--- config.mk ---
export PLATFORM = sky130hd
export DESIGN_NAME = pwm_ramp_controller_flat
export DESIGN_NICKNAME = d
export VERILOG_FILES = /design/src/rtl/pwm_ramp_controller_if.sv /design/src/rtl/pwm_ramp_controller.sv /design/src/flat_wrapper.sv
export SDC_FILE = /design/constraint.sdc
export NUM_CORES = 1
export LEC_CHECK = 0
export BUFFER_PORTS_ARGS = -buffer_cell sky130_fd_sc_hd__buf_4
export CAP_MARGIN = 10
export CORE_MARGIN = 1
export CORE_UTILIZATION = 55
export DETAILED_ROUTE_END_ITERATION = 8
export GPL_TIMING_DRIVEN = 0
export PLACE_DENSITY = 0.81
export SYNTH_ARGS = -nofsm -noshare
export SYNTH_HDL_FRONTEND = slang
export SYNTH_SLANG_ARGS = --single-unit
--- constraint.sdc ---
create_clock -name clk -period 6.1 [get_ports clk]
set_clock_uncertainty 0.1 [all_clocks]
set_input_delay 1.22 -clock clk [delete_from_list [all_inputs] [get_ports clk]]
set_output_delay 1.22 -clock clk [all_outputs]
set_load 0.01 [all_outputs]
--- src/rtl/pwm_ramp_controller_if.sv ---
// Configuration write bus for pwm_ramp_controller: one-cycle write strobe plus
// channel/register select and data.
interface pwm_ramp_controller_if #(
    parameter int CH_BITS = 2,
    parameter int WIDTH   = 8
);
    // No ready: a cycle with cfg_write=1 is a complete write and is always accepted.
    logic               cfg_write;
    logic [CH_BITS-1:0] cfg_channel;
    logic               cfg_select;
    logic [WIDTH-1:0]   cfg_data;

    modport master (output cfg_write, cfg_channel, cfg_select, cfg_data);
    modport slave  (input  cfg_write, cfg_channel, cfg_select, cfg_data);
endinterface

--- src/rtl/pwm_ramp_controller.sv ---
// Multi-channel PWM with a shared prescaled timebase; each channel's duty ramps
// toward its target by STEP once per period boundary.
module pwm_ramp_controller #(
    parameter int          CHANNELS = 4,
    parameter int          CH_BITS  = 2,
    parameter int          WIDTH    = 8,
    parameter int unsigned DIV      = 16,
    parameter int unsigned TOP      = 0
) (
    input  logic                      clk,
    input  logic                      rst,
    pwm_ramp_controller_if.slave      cfg,
    input  logic                      i_enable,
    input  logic [CHANNELS-1:0]       i_done_clear,
    output logic [CHANNELS-1:0]       o_done,
    output logic [CHANNELS*WIDTH-1:0] o_current_value,
    output logic                      o_period_start,
    output logic [CHANNELS-1:0]       o_pwm_out,
    output logic [2*CHANNELS-1:0]     o_dbg_state
);

    typedef enum logic [1:0] {
        CH_IDLE = 2'd0,
        CH_UP   = 2'd1,
        CH_DOWN = 2'd2
    } ch_state_e;

    localparam longint unsigned FULL   = 64'd1 << WIDTH;
    localparam longint unsigned PERIOD = (TOP == 0 || 64'(TOP) >= FULL) ? FULL : 64'(TOP);
    localparam logic [WIDTH-1:0] LAST  = WIDTH'(PERIOD - 1);

    logic             w_tick;
    logic             w_boundary;
    logic [WIDTH-1:0] r_count;
    logic             r_period_start;

    generate
        if (DIV == 0) begin : g_nodiv
            assign w_tick = i_enable;
        end else begin : g_div
            logic [DIV-1:0] r_presc;
            // Held at zero while disabled so re-enabling starts a full prescale.
            always_ff @(posedge clk) begin
                if (rst || !i_enable) r_presc <= '0;
                else                  r_presc <= r_presc + 1'b1;
            end
            assign w_tick = i_enable & (&r_presc);
        end
    endgenerate

    assign w_boundary = w_tick && (r_count == LAST);

    always_ff @(posedge clk) begin
        if (rst || !i_enable)  r_count <= '0;
        else if (w_boundary)   r_count <= '0;
        else if (w_tick)       r_count <= r_count + 1'b1;
    end

    always_ff @(posedge clk) begin
        if (rst) r_period_start <= 1'b0;
        else     r_period_start <= w_boundary;
    end

    logic [WIDTH-1:0]  r_target  [CHANNELS];
    logic [WIDTH-1:0]  r_step    [CHANNELS];
    logic [WIDTH-1:0]  r_current [CHANNELS];
    logic [CHANNELS-1:0] r_done;

    ch_state_e         w_state [CHANNELS];
    logic [WIDTH:0]    w_sum   [CHANNELS];
    logic [WIDTH-1:0]  w_next  [CHANNELS];
    logic [CHANNELS-1:0] w_set;

    // Next duty saturates at the target in both directions; the sum carries an
    // extra bit so an upward step can never wrap.
    always_comb begin
        w_set = '0;
        for (int i = 0; i < CHANNELS; i++) begin
            w_state[i] = (r_current[i] < r_target[i]) ? CH_UP :
                         (r_current[i] > r_target[i]) ? CH_DOWN : CH_IDLE;
            w_sum[i]   = {1'b0, r_current[i]} + {1'b0, r_step[i]};
            w_next[i]  = r_current[i];
            if (r_step[i] == '0) begin
                w_next[i] = r_target[i];
            end else begin
                case (w_state[i])
                    CH_UP:   w_next[i] = (w_sum[i] > {1'b0, r_target[i]}) ?
                                         r_target[i] : w_sum[i][WIDTH-1:0];
                    CH_DOWN: w_next[i] = (r_step[i] > (r_current[i] - r_target[i])) ?
                                         r_target[i] : (r_current[i] - r_step[i]);
                    default: w_next[i] = r_current[i];
                endcase
            end
            w_set[i] = w_boundary && (w_state[i] != CH_IDLE) && (w_next[i] == r_target[i]);
        end
    end

    always_ff @(posedge clk) begin
        if (rst) begin
            for (int i = 0; i < CHANNELS; i++) begin
                r_target[i]  <= '0;
                r_step[i]    <= '0;
                r_current[i] <= '0;
            end
            r_done <= '0;
        end else begin
            for (int i = 0; i < CHANNELS; i++) begin
                if (w_boundary) r_current[i] <= w_next[i];
                if (cfg.cfg_write && (cfg.cfg_channel == CH_BITS'(i))) begin
                    if (cfg.cfg_select) r_step[i]   <= cfg.cfg_data;
                    else                r_target[i] <= cfg.cfg_data;
                end
            end
            r_done <= (r_done & ~i_done_clear) | w_set;
        end
    end

    always_comb begin
        o_pwm_out       = '0;
        o_current_value = '0;
        o_dbg_state     = '0;
        for (int i = 0; i < CHANNELS; i++) begin
            o_pwm_out[i]                    = i_enable & (r_count < r_current[i]);
            o_current_value[i*WIDTH +: WIDTH] = r_current[i];
            o_dbg_state[2*i +: 2]           = w_state[i];
        end
    end

    assign o_done         = r_done;
    assign o_period_start = r_period_start;

endmodule

--- src/flat_wrapper.sv ---
// flat-port wrapper written by rule: the top's interface ports become plain ports
module pwm_ramp_controller_flat 
#(
    parameter int          CHANNELS = 4,
    parameter int          CH_BITS  = 2,
    parameter int          WIDTH    = 8,
    parameter int unsigned DIV      = 16,
    parameter int unsigned TOP      = 0
)
  (clk, rst, i_enable, i_done_clear, o_done, o_current_value, o_period_start, o_pwm_out, o_dbg_state, cfg_cfg_write, cfg_cfg_channel, cfg_cfg_select, cfg_cfg_data);
  pwm_ramp_controller_if #(.CH_BITS(CH_BITS), .WIDTH(WIDTH)) cfg_i ();
  input  logic clk;
  input  logic rst;
  input  logic i_enable;
  input  logic [CHANNELS-1:0] i_done_clear;
  output logic [CHANNELS-1:0] o_done;
  output logic [CHANNELS*WIDTH-1:0] o_current_value;
  output logic o_period_start;
  output logic [CHANNELS-1:0] o_pwm_out;
  output logic [2*CHANNELS-1:0] o_dbg_state;
  input wire logic [$bits(cfg_i.cfg_write)-1:0] cfg_cfg_write;
  input wire logic [$bits(cfg_i.cfg_channel)-1:0] cfg_cfg_channel;
  input wire logic [$bits(cfg_i.cfg_select)-1:0] cfg_cfg_select;
  input wire logic [$bits(cfg_i.cfg_data)-1:0] cfg_cfg_data;
  assign cfg_i.cfg_write = cfg_cfg_write;
  assign cfg_i.cfg_channel = cfg_cfg_channel;
  assign cfg_i.cfg_select = cfg_cfg_select;
  assign cfg_i.cfg_data = cfg_cfg_data;
  pwm_ramp_controller #(.CHANNELS(CHANNELS), .CH_BITS(CH_BITS), .WIDTH(WIDTH), .DIV(DIV), .TOP(TOP)) u_core (.clk(clk), .rst(rst), .cfg(cfg_i), .i_enable(i_enable), .i_done_clear(i_done_clear), .o_done(o_done), .o_current_value(o_current_value), .o_period_start(o_period_start), .o_pwm_out(o_pwm_out), .o_dbg_state(o_dbg_state));
endmodule
==> results of run 1 <==
## path summary, 6_finish.rpt
check / start / end / cells past startpoint
worst min register to register: u_core.o_done[1]$_SDFF_PP0_ / u_core.o_done[1]$_SDFF_PP0_ / 1
worst min-delay path: u_core.o_done[1]$_SDFF_PP0_ / u_core.o_done[1]$_SDFF_PP0_ / 1
worst max-delay path: u_core.r_target[0][1]$_SDFFCE_PN0P_ / u_core.o_done[0]$_SDFF_PP0_ / 18
worst max register to register: u_core.r_target[0][1]$_SDFFCE_PN0P_ / u_core.o_done[0]$_SDFF_PP0_ / 18
## report_power, final
group	switching [mW]	leakage [nW]	internal, mW
Combinational	0.967	5.12	0.654
Sequential	0.0842	1.16	0.960
Clock	0.409	0.273	0.607
## worst max-delay path: cells and delay by family (launching register included)
family	cells	cell delay (ns)
AND/OR/NAND/NOR	4	0.73
XOR/XNOR	1	0.10
AO/OA/AOI/OAI	10	2.87
buffers and inverters	1	0.23
flip-flops	1	0.49
adder cells (fa/ha/maj)	2	0.63
## metrics by stage
step | hold WS (ns) | cell area, sq um | setup WS, ns
6_report | 0.368 | 15100 | 0.788
4_1_cts | 0.370 | 15100 | 0.905
2_1_floorplan | 0.330 | 13500 | 1.53
3_5_place_dp | 0.352 | 14500 | 0.932
3_3_place_gp | 0.345 | 14400 | -0.228
5_1_grt | 0.404 | 15100 | 0.295
## area by class of cell
class,count,share of cell area [%]
Timing Repair Buffer,69,3.55
Clock inverter,15,1.09
Sequential cell,125,23.0
Tap cell,324,2.69
Inverter,159,3.96
Multi-Input combinational cell,1276,61.6
Clock buffer,17,2.82
Buffer,44,1.26
## metal layers
metal  wire length (microns)  track usage [%]
met1                   17600             43.9
met2                   19400             54.3
met3                    3710             5.90
met5                       0                0
met4                    1680             14.8
## sequential cells by signal (all words and copies together) (netlist names)
signal                 cells
u_core.r_count             8
u_core.g_div.r_presc      16
u_core.r_target           32
u_core.o_period_start      1
u_core.r_step             32
u_core.r_current          32
u_core.o_done              4
## kinds of logic (layout without fill, tap and decap cells)
logic type,after synthesis,in the layout,share of synthesized area [%]
compound gates,496,496,24.5
xor+xnor,76,76,4.92
fa+ha+maj,198,198,19.0
flops,125,125,25.6
simple gates,494,494,19.3
mux,12,12,0.934
buf+inv,203,304,5.82
## Yosys cell counts (9+ instances only)
cell type	number	area share, %
xor2_1	39	2.5
and4_1	9	0.58
nand2_1	82	2.3
nand4_1	32	1.5
xnor2_1	37	2.4
nand2b_1	20	0.92
nor4_1	19	0.88
or2_2	15	0.69
a211oi_1	26	1.4
a21o_1	51	2.8
nand3_1	35	1.3
fa_1	12	1.8
dfxtp_1	29	4.3
or3_1	10	0.46
o21a_1	13	0.72
clkbuf_1	28	0.78
a21oi_1	125	4.6
nor3_1	27	1.0
o21bai_1	15	0.83
and2_1	74	3.4
o21ai_0	105	3.9
a31oi_1	18	0.83
nor2b_1	25	1.2
nor2_1	113	3.1
edfxtp_1	96	21
buf_2	12	0.44
inv_1	157	4.4
ha_1	186	17
o211ai_1	19	1.1
==> results summary, run 1 <==
The overall power of the completed layout came out at 3.68 mW. In this run, the number of DRC markers left after iteration 0 of detailed routing was 1200. For this design the static power due to leakage is 6.55 nW.

After detailed routing, the number of vias per cell comes to 6.40. The via count came out at 13.0k. The post-route netlist has 9.50% of its cells at a drive strength greater than 1. The floorplan has 57 rows. The initial core utilization is 55.8%. Among the stages of the critical path, the cell type that occurs most often is o21ai_0. The tree is rooted in a clkbuf_16. The kind of end point of the critical path is a flip-flop. The portion of the post-synthesis area used by sequential elements is 25.6%. The number of cells in the design after placement is 1996. The final critical path time including I/O delays and setup is 5.31 ns. The global-route wire length before repair is 66600 microns. 0 antenna diodes ended up in the layout. The number of distinct standard cells referenced by the synthesized netlist is 91.

The routed length per instance is 20.9 microns. At the pin with the least slew margin, the transition time is 1.17 ns. The net count of the finished layout is 1909. The cell count after synthesis came out at 1604. The clock latency on the worst-skew pair came out at 0.43 ns. The floorplan die height is 159 microns.

Clock-pin slew was measured on the worst setup and hold paths at 0.06 ns. The layout has 2150 filler cells. The fraction of registers with async set/reset came out at 0%.

The synthesized net count came out at 1821. The area of the die came out at 25200 sq um. Detailed placement ended at an HPWL of 32500 microns.

Setup repair after global routing left no endpoint under its margin. The netlist area before placement is 13500 sq um. The worst voltage drop across the vdd grid is 0.293 mV. The via count of the first global-routing pass came to 12.5k. During synthesis, Yosys emitted a total of 0 warnings. The area taken by flip-flops and latches is 3460 sq um. The post-cts hold buffer count came out at 0.

The maximum operating frequency came out at 188 MHz. The clock sink count came out at 125. The CTS tree is built. The total count of hold-check failures in the final report is 0. The relative slew slack is 21.0%.

The all-layer global routing usage came out at 33.6%. At the end of routability-driven placement, the weighted congestion stood at 1.01. The min-delay analysis places its worst path in the category flip-flop to flip-flop. For this design, the slowest cell found on the critical path is o21ai_0. The library cell used most frequently in the layout, excluding fill and tap cells, is ha_1. The number of antenna violations at the first check in global routing is 2.

The clock passes through at most 2 buffers. The overall overflow remaining after global route came out at 0. The number of flip-flops and latches in the synthesized netlist is 125. After routing, the total negative slack on setup checks comes to 0 ns. The number of buffers inserted by port buffering is 67. The most used flip-flop cell after synthesis is edfxtp_1. The number of H-tree levels came out at 4. The post-cts sizing count is 0.

The die span in x is 159 microns. For this run, the share of the core covered by cells in the final layout is 62.2%. The synthesized design contains 96 enable-type register cells. The final worst-path cycle share is 87.1%.

Each instance of the synthesized netlist takes up on average 8.43 sq um. Walking the worst path, the cells encountered are inv_1, ha_1, nor2b_1, o21ai_0, a21oi_1, o21ai_0, nand2b_1, a21o_1, a21oi_1, xor2_1, ha_1, nand4_1, o21ai_0, nand2_1, o311ai_0, o21ai_1, o311ai_1, o22ai_1. The category of the critical setup timing path is flip-flop to flip-flop.

The placeable core area came out at 24200 sq um. The final routed wirelength across all metal layers is 42400 microns. Summing all multi-input logic gate instances after layout gives 9290 sq um.

The library cells used most frequently in the layout, excluding fill and tap cells, are ha_1, inv_1, a21oi_1. The post-CTS setup repair buffer count is 0. From synthesis to final layout, the design area changed by 11.4%. The final non-filler cell total is 2029. The final-report setup violation count came out at 0. The worst setup path is launched from a flip-flop. The largest single stage delay on the critical path is 0.68 ns.

The tool flagged a number of max-cap violations equal to 0. In this run the count of I/O pins placed on the die edge is 68. The worst path required time came out at 6.30 ns. The data arrival time of the critical path came out at 5.51 ns.

The largest net degree at the start of global routing came out at 18. The ratio of total power to cell area is 244 nW/um^2. The number of pins exceeding their max-slew limit in the final report is 0. For this run, design rule violations remaining after detail routing come to 0. The antenna violation net count after detailed routing is 0. The run finished with clean final reports. The first detailed-routing pass ran for 5 iterations. The number of buffers created by CTS came out at 17.

The worst-case register-to-register setup slack came out at 0.79 ns. The highest fanout seen on the critical path is 6.
(Power assumes the default switching activity.)
==> run 2, diff against run 1 <==
--- a/config.mk
+++ b/config.mk
@@ -10,8 +10,7 @@
 export CORE_MARGIN = 1
 export CORE_UTILIZATION = 55
 export DETAILED_ROUTE_END_ITERATION = 8
-export GPL_TIMING_DRIVEN = 0
-export PLACE_DENSITY = 0.81
+export PLACE_DENSITY = 0.84
 export SYNTH_ARGS = -nofsm -noshare
 export SYNTH_HDL_FRONTEND = slang
 export SYNTH_SLANG_ARGS = --single-unit
==> constraint.sdc (replaced) <==
create_clock -name clk -period 4.85 [get_ports clk]
set_clock_uncertainty 0.1 [all_clocks]
set_input_delay 0.97 -clock clk [delete_from_list [all_inputs] [get_ports clk]]
set_output_delay 0.97 -clock clk [all_outputs]
set_load 0.01 [all_outputs]
==> results summary, run 2 (synthesized netlist as in run 1, its figures left out) <==
The run finished with clean final reports. Counting the buffers created by CTS gives 17. For this run, the total global-route usage over all layers was measured as 33.5%. The final estimated routing congestion in global placement came out at 1.08. The post-detailed-route via-to-cell ratio came out at 6.60.

The clock sink count is 125. Summed over all nets, the half-perimeter wirelength after detailed placement is 32300 microns. The critical path starts at u_core.r_current[2][0]$_SDFFCE_PN0P_. Leaving out fill and tap cells, the most frequent cell in the layout is ha_1. The largest net degree at the start of global routing came out at 18.

The final core utilization is 63.6%. The maximum operating frequency came out at 212 MHz. During I/O placement, the number of pins put on the boundary was 68. In the final layout, the registers with the most flip-flops are u_core.r_current: 32 flops, u_core.r_step: 32 flops, u_core.r_target: 32 flops.

For this run, the post-layout net count is 1926. The routed length per instance came out at 21.1 microns. The number of pins exceeding their max-slew limit in the final report is 0. The final worst-path cycle share is 97.4%. In the final layout, the share of cells above drive strength 1 is 13.2%. The global-route wire length before repair is 67100 microns. The floorplan has 57 rows. At the pin with the least slew margin, the transition time is 1.26 ns.

The post-route cell area is 15400 sq um. Measured along the x axis, the die boundary spans 159 microns. After routing, the total negative slack on setup checks comes to 0 ns. TritonCTS built the clock tree. The worst setup path is launched from a flip-flop. The first routing iteration left 1642 violations.

Port buffering added 67 buffers. The static leakage power came out at 6.76 nW. The placed standard-cell area came out at 14600 sq um. The clock latency on the worst-skew pair came out at 0.43 ns. The repair_antennas step left the layout with diodes totalling 0.

The post-cts hold buffer count came out at 0. In this run the most critical hold path is launched from u_core.o_done[1]$_SDFF_PP0_. The placeable core area came out at 24200 sq um. The number of remaining DRC errors is 0. The worst path required time came out at 4.94 ns. The floorplan step set the die height to 159 microns.

The clock edge transition at the registers on the reported setup and hold paths came out at 0.06 ns. The relative slew slack is 15.4%. The via count is 13.5k. The library cell used as clock root buffer is clkbuf_16.

The worst voltage drop across the vdd grid is 0.266 mV. The total count of hold-check failures in the final report is 0. Across the run, the number of max-cap violations was 0. STA classifies the critical path endpoint as a flip-flop. Power spread over the standard cell area amounts to 308 nW/um^2. The number of antenna violations at the first check in global routing is 0. The final routed wirelength across all metal layers is 43100 microns. The highest fanout seen on the critical path is 4. Hold timing on the final database bottoms out at a slack of 0.373 ns. The top cell types in the final layout, fill and taps aside, are ha_1, inv_1, buf_4. Data on the critical path arrives at its endpoint at 4.81 ns.

The overall overflow remaining after global route is 0. The number of buffers on the longest clock path came out at 2. The count of TritonRoute iterations in the first routing pass is 8. Setup violations remaining at the end of the flow were counted as 0. The tightest min-delay check is of the flip-flop to flip-flop type.

The initial core utilization is 55.8%. The number of H-tree levels came out at 4. The via count of the first global-routing pass came out at 13.0k.

The category of the critical setup timing path is flip-flop to flip-flop. The area of the die came out at 25200 sq um. The antenna violation net count after detailed routing is 0.

The signed area change from the synthesized netlist to the final layout came out at 13.9%. The startpoint identified for the worst register-to-register timing path is u_core.r_current[2][0]$_SDFFCE_PN0P_. The final critical path time including I/O delays and setup came out at 4.72 ns.
## run 2: final cells by class
class / instances / area, sq um
clock buffers: 22 / 474
clock inverters: 10 / 91.3
fillers: 2002 / 8840
inverters: 159 / 597
multi-input cells: 1276 / 9400
flip-flops and latches: 125 / 3460
well taps: 324 / 405
repair buffers: 130 / 977
## run 2: path summary, 6_finish.rpt
kind                                                             end  slack (ns)  depth (start not counted)
worst max-delay path            u_core.r_current[2][7]$_SDFFCE_PN0P_        0.13                         18
worst min-delay path                     u_core.o_done[1]$_SDFF_PP0_        0.37                          1
worst max register to register  u_core.r_current[2][7]$_SDFFCE_PN0P_        0.13                         18
worst min register to register           u_core.o_done[1]$_SDFF_PP0_        0.37                          1
## run 2: power breakdown
part | internal [mW] | total (mW) | leakage [nW] | switching (mW)
Sequential | 1.21 | 1.29 | 1.16 | 0.0858
Clock | 0.743 | 1.23 | 0.276 | 0.489
Combinational | 0.908 | 2.22 | 5.33 | 1.31
Total | 2.86 | 4.74 | 6.76 | 1.88
## run 2: per-layer routing
layer | up-vias | wire (microns) | part of all wire, % | track usage (%)
met4 | 0 | 2630 | 6.1 | 19.1
met3 | 252 | 4810 | 11 | 7.08
met5 | - | 0 | 0 | 0
met2 | 932 | 19100 | 44 | 53.2
li1 | 6139 | - | - | -
met1 | 6182 | 16500 | 38 | 42.0
## run 2: timing repair
| item | in CTS | in global routing |
|---|---|---|
| pin swaps | 2 | 7 |
| setup endpoints to repair | 4 | 19 |
| setup buffers | 3 | 15 |
| cloned | 0 | 0 |
| endpoints found under the hold margin | 0 | 0 |
| resized for setup | 2 | 32 |
## run 2: through the flow
step | power [mW] | instances | setup WS [ns]
2_1_floorplan | 2.78 | 1604 | 0.336
3_3_place_gp | 3.26 | 1995 | 0.120
3_5_place_dp | 3.34 | 1995 | -0.108
4_1_cts | 4.59 | 2030 | 0.0135
6_report | 4.74 | 2046 | 0.127
5_1_grt | 4.96 | 2046 | -0.0539
## run 2: critical path, stage by stage (launching register included)
cell	delay, ns
edfxtp_1	0.41
ha_1	0.20
inv_1	0.06
fa_1	0.40
or2_2	0.35
a221oi_4	0.31
nor2_1	0.07
o21bai_1	0.16
xnor2_1	0.20
ha_1	0.31
a21o_1	0.21
a211oi_1	0.29
a31oi_1	0.09
a211oi_2	0.26
mux2_2	0.38
o221ai_1	0.23
o21ai_0	0.14
o2bb2ai_1	0.16
and2_1	0.16
==> run 3, diff against run 2 <==
--- a/config.mk
+++ b/config.mk
@@ -10,7 +10,8 @@
 export CORE_MARGIN = 1
 export CORE_UTILIZATION = 55
 export DETAILED_ROUTE_END_ITERATION = 8
-export PLACE_DENSITY = 0.84
+export GPL_ROUTABILITY_DRIVEN = 1
+export PLACE_DENSITY = 0.76
 export SYNTH_ARGS = -nofsm -noshare
 export SYNTH_HDL_FRONTEND = slang
 export SYNTH_SLANG_ARGS = --single-unit
==> results summary, run 3 (synthesized netlist as in run 1, its figures left out) <==
The via count of the first global-routing pass is 12.2k. The layout has 2102 filler cells. The clock group share of total power came out at 28.4%. The number of antenna diodes in the final layout is 0. The number of H-tree levels is 4. The placeable core area came out at 24200 sq um. The row count is 57. The final estimated routing congestion in global placement came out at 0.995. The highest fanout seen on the critical path came out at 5. The area of the die is 25200 sq um.

Net switching is 37.5% of the power. The antenna violation net count after detailed routing came out at 0. The all-layer global routing usage came out at 33.6%. The final routed wirelength across all metal layers came out at 42900 microns. Per report_power, the combinational group accounts for 45.4% of the total. At the worst endpoint, the required time is 5.09 ns.

The reported max-cap violation count came out at 0. The worst path meets setup with 0.180 ns of slack. The worst hold slack came out at 0.368 ns. The floorplan die height is 159 microns. The category of the critical setup timing path is flip-flop to flip-flop.

For the pin with the worst max-slew slack, the measured transition is 1.13 ns. In this run the cell area measured after placement is 14600 sq um. The largest registers in the layout are u_core.r_current: 32 flops, u_core.r_step: 32 flops, u_core.r_target: 32 flops. For this block, the initial DRC count from the detailed router was 1373. The worst path needs 4.67 ns of the cycle, external delays included. The number of antenna violations at the first check in global routing came out at 1.

Cells with a size suffix above 1 make up 13.6% of the layout. In this run the static leakage power is 6.84 nW. The clock sink count came out at 125. In this run, post-CTS hold repair placed 0 buffers.

STA classifies the critical path startpoint as a flip-flop. The post-layout net count is 1936. The final-report setup violation count came out at 0. At the placement stage, the worst setup path has a slack of 0.0441 ns. The first detailed-routing pass ran for 5 iterations. For the worst setup path, the data arrival time is 4.91 ns. The post-detailed-route via-to-cell ratio is 6.42.

The tightest min-delay check is of the flip-flop to flip-flop type. The clock reaches the later pin of the worst-skew pair after 0.43 ns. After clock tree synthesis, the clock-pin slew on the worst setup and hold paths is 0.06 ns. The overall overflow remaining after global route is 0. The number of buffers created by CTS is 17. In this run the power spent charging and discharging nets is 1.84 mW.

Entering global routing, the biggest net connects 21 pins. The ratio of total power to cell area is 316 nW/um^2. The library cells used most frequently in the layout, excluding fill and tap cells, are ha_1, inv_1, buf_4. Once layout is complete, the cells apart from fillers number 2056.

The CTS tree is built. The final critical path takes up 96.3% of the cycle. The part of the total power dissipated in sequential elements is 26.2%. The number of pins exceeding their max-slew limit in the final report was 0.

The total count of hold-check failures in the final report came out at 0. The footprint of the multi-input gates is 9400 sq um. The flow ran to the end, and the final reports show no timing, DRC or antenna violations. Including well taps, the total number of placed cells is 2003.

The number of top-level pins is 68. In the routed design, unresolved DRC markers number 0. The global-route wire length before repair is 66800 microns. The routed length per instance is 20.9 microns.

The via count came out at 13.2k. Leaving out fill and tap cells, the most frequent cell in the layout is ha_1. In this run the clock root is driven by a clkbuf_16. VDD sags by at most 0.305 mV. In this run the horizontal extent of the chip is 159 microns.

Internal power comes to 3.07 mW. The number of buffers inserted by port buffering came out at 67. The worst setup path is captured at a flip-flop. The maximum operating frequency is 214 MHz. The initial core utilization came out at 55.8%.

The signed area change from the synthesized netlist to the final layout is 15.0%. The relative slew slack came out at 23.7%. The wire-length estimate of the detail-placed layout is 32900 microns. The area taken by flip-flops and latches came out at 3460 sq um. The post-route cell area came out at 15600 sq um. The number of buffers on the longest clock path is 2.
## run 3: cell count changes in the layout (fill, tap and decap cells not counted), sizes merged
cell / before / now
clkbuf: 22 / 24
buf: 130 / 139
clkinv: 8 / 6
inv: 158 / 157
bufinv: 1 / 5
clkinvlp: 2 / 0
## run 3: cell type report
class	instances	area share, %
Clock buffer	23	3.01
Inverter	159	3.84
Tap cell	324	2.61
Sequential cell	125	22.3
Clock inverter	9	1.09
Timing Repair Buffer	140	6.76
Multi-Input combinational cell	1276	60.4
## run 3: worst paths after layout
check	from	endpoint	slack, ns	depth (start not counted)
min reg2reg	u_core.g_div.r_presc[0]$_SDFF_PP0_	u_core.g_div.r_presc[0]$_SDFF_PP0_	0.37	1
max reg2reg	u_core.r_current[0][0]$_SDFFCE_PN0P_	u_core.o_done[0]$_SDFF_PP0_	0.18	19
max	u_core.r_current[0][0]$_SDFFCE_PN0P_	u_core.o_done[0]$_SDFF_PP0_	0.18	19
min	u_core.g_div.r_presc[0]$_SDFF_PP0_	u_core.g_div.r_presc[0]$_SDFF_PP0_	0.37	1
## run 3: through the flow
step,utilization (%),total power [mW],setup TNS [ns]
CTS,63.0,4.76,0
detailed placement,60.4,3.36,0
floorplan,-,2.78,0
global placement,60.4,3.33,0
finish,64.2,4.91,0
global route,64.2,5.16,-0.0126
## run 3: timing repair
item / CTS / global route
setup buffers: 0 / 19
setup endpoints to repair: 0 / 18
gates resized for setup: 0 / 33
## run 3: power groups by stage
stage	clock network [mW]	registers [mW]	logic, mW
floorplan	0	1.29	1.49
global placement	0	1.30	2.02
detailed placement	0	1.31	2.06
CTS	1.40	1.28	2.07
global route	1.45	1.29	2.42
finish	1.39	1.29	2.23
## run 3: worst max-delay path: stages (launching register included)
cell and delay, ns:
edfxtp_1 0.54, inv_1 0.16, ha_1 0.18, inv_1 0.05, fa_1 0.40, nand3_1 0.12, nand2_1 0.11, a21o_1 0.20
a21oi_1 0.19, xor2_1 0.20, ha_1 0.27, nand4_1 0.16, nor2_1 0.11, a211o_1 0.37, nand3_1 0.14, a2111oi_0 0.10
or4b_1 0.52, nor4b_2 0.32, o2111ai_1 0.17, o22ai_1 0.17
## run 3: routing by layer
layer	vias up	global-route usage, %	routed length [microns]
li1	6150	-	-
met1	6232	45.8	17900
met2	700	53.0	19400
met3	119	5.07	3870
met4	0	14.1	1680
met5	-	0	0
